==> src/rtl/spi_regbank_pkg.sv <==
// Shared definitions for the SPI register bank: address-width helper,
// error-flag placement and the address-decode region type.
package spi_regbank_pkg;

  localparam int ERR_BIT_OFS = 1;

  typedef enum logic [2:0] {
    REG_CFG,
    REG_STATUS,
    REG_FLG,
    REG_MSK,
    REG_INVALID
  } region_e;

  // The map holds the config and status registers plus the flag and mask registers
  function automatic int regbank_addr_w(input int num_cfg, input int num_status);
    return $clog2(num_cfg + num_status + 2);
  endfunction

endpackage

==> src/rtl/spi_regbank_evt.sv <==
// Event block: rising-edge capture into sticky W1C flags, mask register
// and a registered interrupt. Flag sets take priority over a same-cycle clear.
module spi_regbank_evt
  import spi_regbank_pkg::*;
#(
  parameter int NUM_EVT   = 4,
  parameter int REG_WIDTH = 8
) (
  input  logic                 clk,
  input  logic                 rst,
  input  logic [NUM_EVT-1:0]   event_i,
  input  logic                 flg_we_i,
  input  logic                 msk_we_i,
  input  logic                 err_set_i,
  input  logic [REG_WIDTH-1:0] wdata_i,
  output logic [REG_WIDTH-1:0] flags_o,
  output logic [REG_WIDTH-1:0] mask_o,
  output logic                 irq_o
);

  localparam int ERR_BIT = REG_WIDTH - ERR_BIT_OFS;
  localparam logic [REG_WIDTH-1:0] IMPL =
    (REG_WIDTH'(1) << ERR_BIT) | ((REG_WIDTH'(1) << NUM_EVT) - REG_WIDTH'(1));

  logic [NUM_EVT-1:0]   hist_q;
  logic [REG_WIDTH-1:0] flags_q, flags_d;
  logic [REG_WIDTH-1:0] mask_q, mask_d;
  logic                 irq_q, irq_d;
  logic [REG_WIDTH-1:0] set_vec;

  genvar gi;
  generate
    for (gi = 0; gi < REG_WIDTH; gi++) begin : g_set
      if (gi < NUM_EVT) begin : g_evt
        assign set_vec[gi] = event_i[gi] & ~hist_q[gi];
      end else if (gi == ERR_BIT) begin : g_err
        assign set_vec[gi] = err_set_i;
      end else begin : g_zero
        assign set_vec[gi] = 1'b0;
      end
    end
  endgenerate

  always_comb begin
    flags_d = (flags_q & ~(flg_we_i ? wdata_i : '0)) | set_vec;
    mask_d  = msk_we_i ? (wdata_i & IMPL) : mask_q;
    // irq follows the flag/mask state one cycle later
    irq_d   = |(flags_q & mask_q);
  end

  always_ff @(posedge clk or posedge rst) begin
    if (rst) begin
      hist_q  <= '0;
      flags_q <= '0;
      mask_q  <= '0;
      irq_q   <= 1'b0;
    end else begin
      hist_q  <= event_i;
      flags_q <= flags_d;
      mask_q  <= mask_d;
      irq_q   <= irq_d;
    end
  end

  assign flags_o = flags_q;
  assign mask_o  = mask_q;
  assign irq_o   = irq_q;

endmodule

==> src/rtl/spi_regbank.sv <==
// Parametrised register bank behind the SPI register-access interface:
// config array with per-bit write masks, live status, event block, registered reads.
module spi_regbank
  import spi_regbank_pkg::*;
#(
  parameter int NUM_CFG    = 8,
  parameter int NUM_STATUS = 4,
  parameter int REG_WIDTH  = 8,
  parameter int NUM_EVT    = 4,
  parameter logic [NUM_CFG*REG_WIDTH-1:0] CFG_RESET = '0,
  parameter logic [NUM_CFG*REG_WIDTH-1:0] CFG_WMASK = '1,
  parameter int ADDR_W     = regbank_addr_w(NUM_CFG, NUM_STATUS)
) (
  input  logic                            clk,
  input  logic                            rst,
  input  logic                            ena,
  input  logic [ADDR_W-1:0]               addr,
  input  logic [REG_WIDTH-1:0]            wdata,
  input  logic                            we,
  input  logic                            re,
  output logic [REG_WIDTH-1:0]            rdata,
  output logic [NUM_CFG*REG_WIDTH-1:0]    config_regs,
  input  logic [NUM_STATUS*REG_WIDTH-1:0] status_regs,
  input  logic [NUM_EVT-1:0]              event_in,
  output logic                            irq
);

  localparam logic [ADDR_W-1:0] A_STAT = ADDR_W'(NUM_CFG);
  localparam logic [ADDR_W-1:0] A_FLG  = ADDR_W'(NUM_CFG + NUM_STATUS);
  localparam logic [ADDR_W-1:0] A_MSK  = ADDR_W'(NUM_CFG + NUM_STATUS + 1);

  region_e                      region;
  logic                         acc_we, acc_re, addr_err;
  logic [NUM_CFG*REG_WIDTH-1:0] cfg_q, cfg_d;
  logic [REG_WIDTH-1:0]         rdata_q, rdata_d, rd_val;
  logic [REG_WIDTH-1:0]         flags, mask;

  always_comb begin
    if (addr < A_STAT)      region = REG_CFG;
    else if (addr < A_FLG)  region = REG_STATUS;
    else if (addr == A_FLG) region = REG_FLG;
    else if (addr == A_MSK) region = REG_MSK;
    else                    region = REG_INVALID;
  end

  assign acc_we   = ena & we;
  assign acc_re   = ena & re;
  assign addr_err = (acc_we && (region == REG_STATUS || region == REG_INVALID)) ||
                    (acc_re && region == REG_INVALID);

  genvar gi;
  generate
    for (gi = 0; gi < NUM_CFG; gi++) begin : g_cfg
      localparam logic [REG_WIDTH-1:0] WM = CFG_WMASK[gi*REG_WIDTH +: REG_WIDTH];
      logic hit;
      assign hit = acc_we && (region == REG_CFG) && (addr == ADDR_W'(gi));
      // Non-writable bits keep whatever reset loaded into them
      assign cfg_d[gi*REG_WIDTH +: REG_WIDTH] = hit ?
        ((wdata & WM) | (cfg_q[gi*REG_WIDTH +: REG_WIDTH] & ~WM)) :
        cfg_q[gi*REG_WIDTH +: REG_WIDTH];
    end
  endgenerate

  always_comb begin
    rd_val = '0;
    case (region)
      REG_CFG: begin
        for (int i = 0; i < NUM_CFG; i++)
          if (addr == ADDR_W'(i)) rd_val = cfg_q[i*REG_WIDTH +: REG_WIDTH];
      end
      REG_STATUS: begin
        for (int j = 0; j < NUM_STATUS; j++)
          if (addr == ADDR_W'(NUM_CFG + j)) rd_val = status_regs[j*REG_WIDTH +: REG_WIDTH];
      end
      REG_FLG: rd_val = flags;
      REG_MSK: rd_val = mask;
      default: rd_val = '0;
    endcase
  end

  assign rdata_d = acc_re ? rd_val : rdata_q;

  always_ff @(posedge clk or posedge rst) begin
    if (rst) begin
      cfg_q   <= CFG_RESET;
      rdata_q <= '0;
    end else begin
      cfg_q   <= cfg_d;
      rdata_q <= rdata_d;
    end
  end

  spi_regbank_evt #(
    .NUM_EVT   (NUM_EVT),
    .REG_WIDTH (REG_WIDTH)
  ) u_evt (
    .clk       (clk),
    .rst       (rst),
    .event_i   (event_in),
    .flg_we_i  (acc_we && region == REG_FLG),
    .msk_we_i  (acc_we && region == REG_MSK),
    .err_set_i (addr_err),
    .wdata_i   (wdata),
    .flags_o   (flags),
    .mask_o    (mask),
    .irq_o     (irq)
  );

  assign rdata       = rdata_q;
  assign config_regs = cfg_q;

endmodule

==> config.mk <==
export PLATFORM = sky130hd
export DESIGN_NAME = spi_regbank
export DESIGN_NICKNAME = d
export VERILOG_FILES = /design/src/rtl/spi_regbank_pkg.sv /design/src/rtl/spi_regbank_evt.sv /design/src/rtl/spi_regbank.sv
export SDC_FILE = /design/constraint.sdc
export NUM_CORES = 1
export LEC_CHECK = 0
export ABC_AREA = 1
export CORE_ASPECT_RATIO = 1.25
export CORE_MARGIN = 1
export CORE_UTILIZATION = 52
export DETAILED_ROUTE_END_ITERATION = 6
export GPL_ROUTABILITY_DRIVEN = 0
export HOLD_SLACK_MARGIN = 0.15
export MAX_ROUTING_LAYER = met4
export PLACE_DENSITY = 0.86
export SLEW_MARGIN = 5
export SYNTH_ARGS = -nofsm -noshare
export SYNTH_HDL_FRONTEND = slang
export SYNTH_SLANG_ARGS = --single-unit
==> constraint.sdc <==
create_clock -name clk -period 6.3 [get_ports clk]
set_input_delay 0.945 -clock clk [delete_from_list [all_inputs] [get_ports clk]]
set_output_delay 0.945 -clock clk [all_outputs]
set_load 0.005 [all_outputs]
# --- After elaboration in Yosys (flattened, before gate mapping) ---
# Index checks and enable logic that the tools add are counted.
totals:
  elab_cells: 82
  inputBits: 53
  ff_bits: 90
op_classes:
  n_mux: 18
  n_reduce_logical: 18
  eq_ne: 17
  bitwise_logic: 14
  magnitude_cmp: 2
op_table:
  columns: ["op", "n"]
  rows:
  - ["$mux W8", 13]
  - ["$pmux W8 S4", 1]
  - ["$eq A4 B4 Y1 const B", 6]
  - ["$and A8 B8 Y8", 2]
  - ["$eq A4 B3 Y1 const B", 4]
  - ["$logic_and A1 B1 Y1", 13]
  - ["$mux W3", 4]
  - ["$eq A4 B2 Y1 const B", 2]
  - ["$lt A4 B4 Y1 const B", 2]
  - ["$not A8 Y8", 1]
  - ["$or A8 B8 Y8", 1]
  - ["$reduce_or A8 Y1", 1]
  - ["$and A1 B1 Y1", 6]
  - ["$eq A3 B2 Y1 const B", 2]
  - ["$eq A4 B1 Y1 const B", 1]
  - ["$logic_not A4 Y1", 1]
  - ["$not A1 Y1", 4]
  - ["$eq A3 B1 Y1 const B", 1]
  - ["$eq A3 B3 Y1 const B", 1]
  - ["$logic_not A3 Y1", 1]
  - ["$logic_or A1 B1 Y1", 2]

# --- Depth between registers and ports, before layout ---
depth:
  depth_word: 11
  depth_mapped: 11

# --- Cells and area by module ---
# From an unflattened synthesis, not the netlist that was laid out.
hier_totals:
  cells_unflattened: 563
  hier_area_um2: 4301.6
modules_own_cells:
  columns: ["mod", "area_each_um2", "cells_per_inst", "seq_area_each_um2", "n_inst"]
  rows:
  - ["spi_regbank", 3613.5, 492, 1801.7, 1]
  - ["spi_regbank_evt", 688.2, 71, 450.4, 1]

# --- Worst setup path after synthesis ---
# No wires, ideal clock.
synth_timing:
  path_kind: "input to register"
  startpoint: "input addr[3]"
  endpoint: "register cfg_q[48], in the netlist config_regs[48]"
  path_slack_ns: 4.357
  arrival_time_ns: 1.819
  setup_time_ns: 0.124
  required_ns: 6.176
  cell_stages: 7
  cell_sequence: "inv_1 nand2_2 nor2_2 nand2_4 buf_6 nand2_1 o21ai_2"
synth_between:
  elab_chain_len: 8
  word_cells_on_any_way: 12
synth_rtl:
  columns: ["element", "line_no", "text"]
  rows:
  - ["from (decl)", "spi_regbank.sv:17", "input logic [ADDR_W-1:0] addr,"]
  - ["$eq A4 B4 Y1", "spi_regbank.sv:42", "else if (addr == A_MSK) region = REG_MSK;"]
  - ["$mux W3", "spi_regbank.sv:42", null]
  - ["$mux W3", "spi_regbank.sv:41", "else if (addr == A_FLG) region = REG_FLG;"]
  - ["$mux W3", "spi_regbank.sv:40", "else if (addr < A_FLG) region = REG_STATUS;"]
  - ["$mux W3", "spi_regbank.sv:39", "if (addr < A_STAT) region = REG_CFG;"]
  - ["$logic_not A3 Y1", "spi_regbank.sv:56", "assign hit = acc_we && (region == REG_CFG) && (addr == ADDR_W'(gi));"]
  - ["$logic_and A1 B1 Y1", "spi_regbank.sv:56", null]
  - ["$logic_and A1 B1 Y1 *", "spi_regbank.sv:56", null]
  - ["to (signal assigned)", "spi_regbank.sv:88", "cfg_q <= cfg_d;"]
  - ["to (decl)", "spi_regbank.sv:34", "logic [NUM_CFG*REG_WIDTH-1:0] cfg_q, cfg_d;"]
# Every way passes the cells marked *; elsewhere a longest branch is shown, timed or not.
# A chain may end at the register's enable or synchronous reset.

# --- Worst setup path in the final report ---
layout_timing:
  startpoint: "input addr[1]"
  endpoint: "register rdata_q[2], in the netlist rdata[2]"
layout_between:
  elab_chain_len: 10
  word_cells_on_any_way: 37
layout_rtl:
  columns: ["element", "line_no", "text"]
  rows:
  - ["$logic_not A4 Y1", "spi_regbank.sv:69", "if (addr == ADDR_W'(i)) rd_val = cfg_q[i*REG_WIDTH +: REG_WIDTH];"]
  - ["$mux W8 (8 in a row)", "spi_regbank.sv:69", null]
  - ["$pmux W8 S4 *", "spi_regbank.sv:66", "case (region)"]
  - ["to (signal assigned)", "spi_regbank.sv:89", "rdata_q <= rdata_d;"]
  - ["to (decl)", "spi_regbank.sv:35", "logic [REG_WIDTH-1:0] rdata_q, rdata_d, rd_val;"]
# Marked as above.

==> results.yml <==
setup_path:
  arrival_ps: 2990
  rr_worst_depth: 8
  cp-start-kind: "primary input"
  critPathKind: "primary input to register"
  cp.required_ps: 6610
  rr_endpoint: "rdata[5]"
  reg2reg_from: "config_regs[5]"
  crit_fanout: 14
  endpoint_kind: "register"
  reg2reg_slack_ps: 4980
detailed_routing:
  initialDrtViolationCount: 456
  vias: 4288
  wirelength_microns: 13180
  wl_per_cell_microns: 17.44
  drcViolationCount: 24
  first_pass_iters: 7
  ant_nets: 0
  viasPerCell: 5.672
grt:
  grtUsageTotal: 0.3220
  grt_overflow: 0
  antenna_found_initial: 0
  grt_start_max_net_pins: 91
  grt_pass1_wl_microns: 20990
  grt_pass1_vias: 4002
synthesis:
  synth_area_leaders: "dfrtp_1 52%, nand2_1 14%, o21ai_0 6.6%"
  yosysWarnings: 0
  synth.most_common_cell: "nand2_1"
  synth_common_cells: "162 x nand2_1, 90 x dfrtp_1, 58 x o21ai_0"
  synth_area_sq_mm: 0.004368
  synth_enable_flop_cells: 0
  synth_nets: 584
  ys_async_sr_fraction: 1.000
  synthFlopType: "dfrtp_1"
  yosysUniqueCellTypes: 26
  synth_area_per_cell_sq_um: 8.226
  yosysTopAreaCellShare: 0.5156
  syn_inst: 531
  synth_top_area_cell: "dfrtp_1"
  synth_seq_cells: 90
  seq_area_frac_synth: 0.5156
floorplan:
  die_y_microns: 104.5
  ioPinCount: 126
  die_area_sq_mm: 0.008773
  die_x_microns: 83.98
  start_util: 0.5331
  row_count: 37
  core-area_sq_mm: 0.008194
clock_tree:
  cts_root_buf: "clkbuf_8"
  ctsHoldBuffers: 0
  ctsResizeCount: 0
  cts_max_level: 3
  clkLatencyLatePin_ps: 370
  cts_buffers: 9
  cts_buffer_depth: 2
  clkSinkCount: 90
  path_clk_slew_ps: 90
  postCtsSetupBuffers: 0
  cts_tree: "built"
cells_and_area:
  register_area_sq_mm: 0.002252
  drive_gt1_frac: 0.09256
  final_net_count: 708
  nFillCells: 625
  diodes: 0
  area_growth_syn_to_layout_pct: 34.63
  multi_input_area_sq_mm: 0.001846
  post-route-util: 0.7177
timing:
  slew_headroom: 0.2612
  skew_ps: 6.980
  period_share: 0.4258
  setup_tns_ps: 0
  drv_slew: 0
  holdWs_ps: 433.6
  period_needed_ps: 2683
  hold_viol: 0
  setup_viol: 0
  tightestPinTransition_ps: 1108
  fmax_mhz: 372.8
  rsz0062_at_grt: "no"
placed_design:
  port_buffers: 125
  hpwl_microns: 9488
power_and_ir_drop:
  power_density_mw_per_mm2: 273.1
  p_leak_nw: 2.697
  finalPower_mw: 1.606
  vdd_drop_max_uv: 180.8
status:
  status: "complete, but fails checks"
  violations: "DRC"
hold_path:
  hp-start: "u_evt.hist_q[0]"
  holdPathStages: 1
  hold_path_class: "register to register"
  holdPathEnd: "u_evt.flags_o[0]"
flow_run:
  max_cap_violations: 0
final cells by class:
type,instances,share of cell area
flip-flops and latches,90,0.3830
multi-input cells,379,0.3138
inverters,48,0.03085
repair buffers,127,0.2153
clock buffers,9,0.02106
well taps,97,0.02064
clock inverters,6,0.01532
worst max-delay path, cell delays in order:
cell,delay (ps)
clkdlybuf4s50_1,550
nor2_2,530
inv_2,120
nor2_2,320
nand2_1,100
nand3_1,110
a21oi_1,110
nand2_1,80
nand2_1,50
nand2_1,60
per-layer routing:
| layer | global-route usage | vias up | routed length (microns) |
|---|---|---|---|
| met5 | - | - | 0 |
| met4 | 0.1490 | 0 | 481 |
| met3 | 0.06508 | 41 | 1147 |
| met2 | 0.5187 | 246 | 6479 |
| li1 | - | 1987 | - |
| met1 | 0.3902 | 2014 | 5075 |
metrics by stage:
stage / instances / instance area [sq um] / worst slack, ps
2_1_floorplan: 531 / 4368 / 3020
3_3_place_gp: 741 / 5667 / 3354
3_5_place_dp: 741 / 5667 / 3269
4_1_cts: 756 / 5881 / 3648
5_1_grt: 756 / 5881 / 3470
6_report: 756 / 5881 / 3617
placed cells by master (no fill, tap or decap), types with 2 or more instances in the layout:
cell               n
nand2_1          162
clkdlybuf4s50_1  125
dfrtp_1           90
o21ai_0           58
nand3_1           48
inv_1             40
a21oi_1           24
nor2_1            21
o21ai_2           16
nand4_1            9
clkbuf_8           9
o21ai_1            8
or2_0              7
inv_2              6
nor2_4             6
nand2_2            5
nor2_2             5
o22ai_1            3
nand2_4            2
nand3_2            2
clkinv_2           2
bufinv_16          2
inv_6              2
buf_4              2
report_power, final:
group	internal, mW	switching (mW)	total (mW)	leakage, nW
sequential	0.676	0.0915	0.767	1.13
clock	0.223	0.210	0.433	0.106
combinational	0.233	0.172	0.405	1.46
total	1.13	0.474	1.61	2.70
sequential cells by signal, indices dropped and copies added (netlist names):
name and count:
u_evt.flags_o 8, config_regs 64, rdata 8, u_evt.mask_o 5, u_evt.irq_o 1, u_evt.hist_q 4
how the worst max path moves through the flow:
stage | from | to | slack (ps) | depth (start not counted)
2_1_floorplan | rst | config_regs[0] | 3020 | 1
3_3_place_gp | addr[1] | rdata[2] | 3350 | 10
3_5_place_dp | addr[1] | rdata[2] | 3270 | 10
4_1_cts | addr[1] | rdata[2] | 3650 | 10
5_1_grt | addr[1] | rdata[4] | 3470 | 10
6_report | addr[1] | rdata[2] | 3620 | 10
kinds of logic (layout without fill, tap and decap cells):
family	after synthesis	in the layout	synth area share
flops	90	90	0.5156
simple gates	269	269	0.2810
compound gates	110	110	0.1415
buf+inv	62	190	0.06187
(Power assumes the default switching activity.)
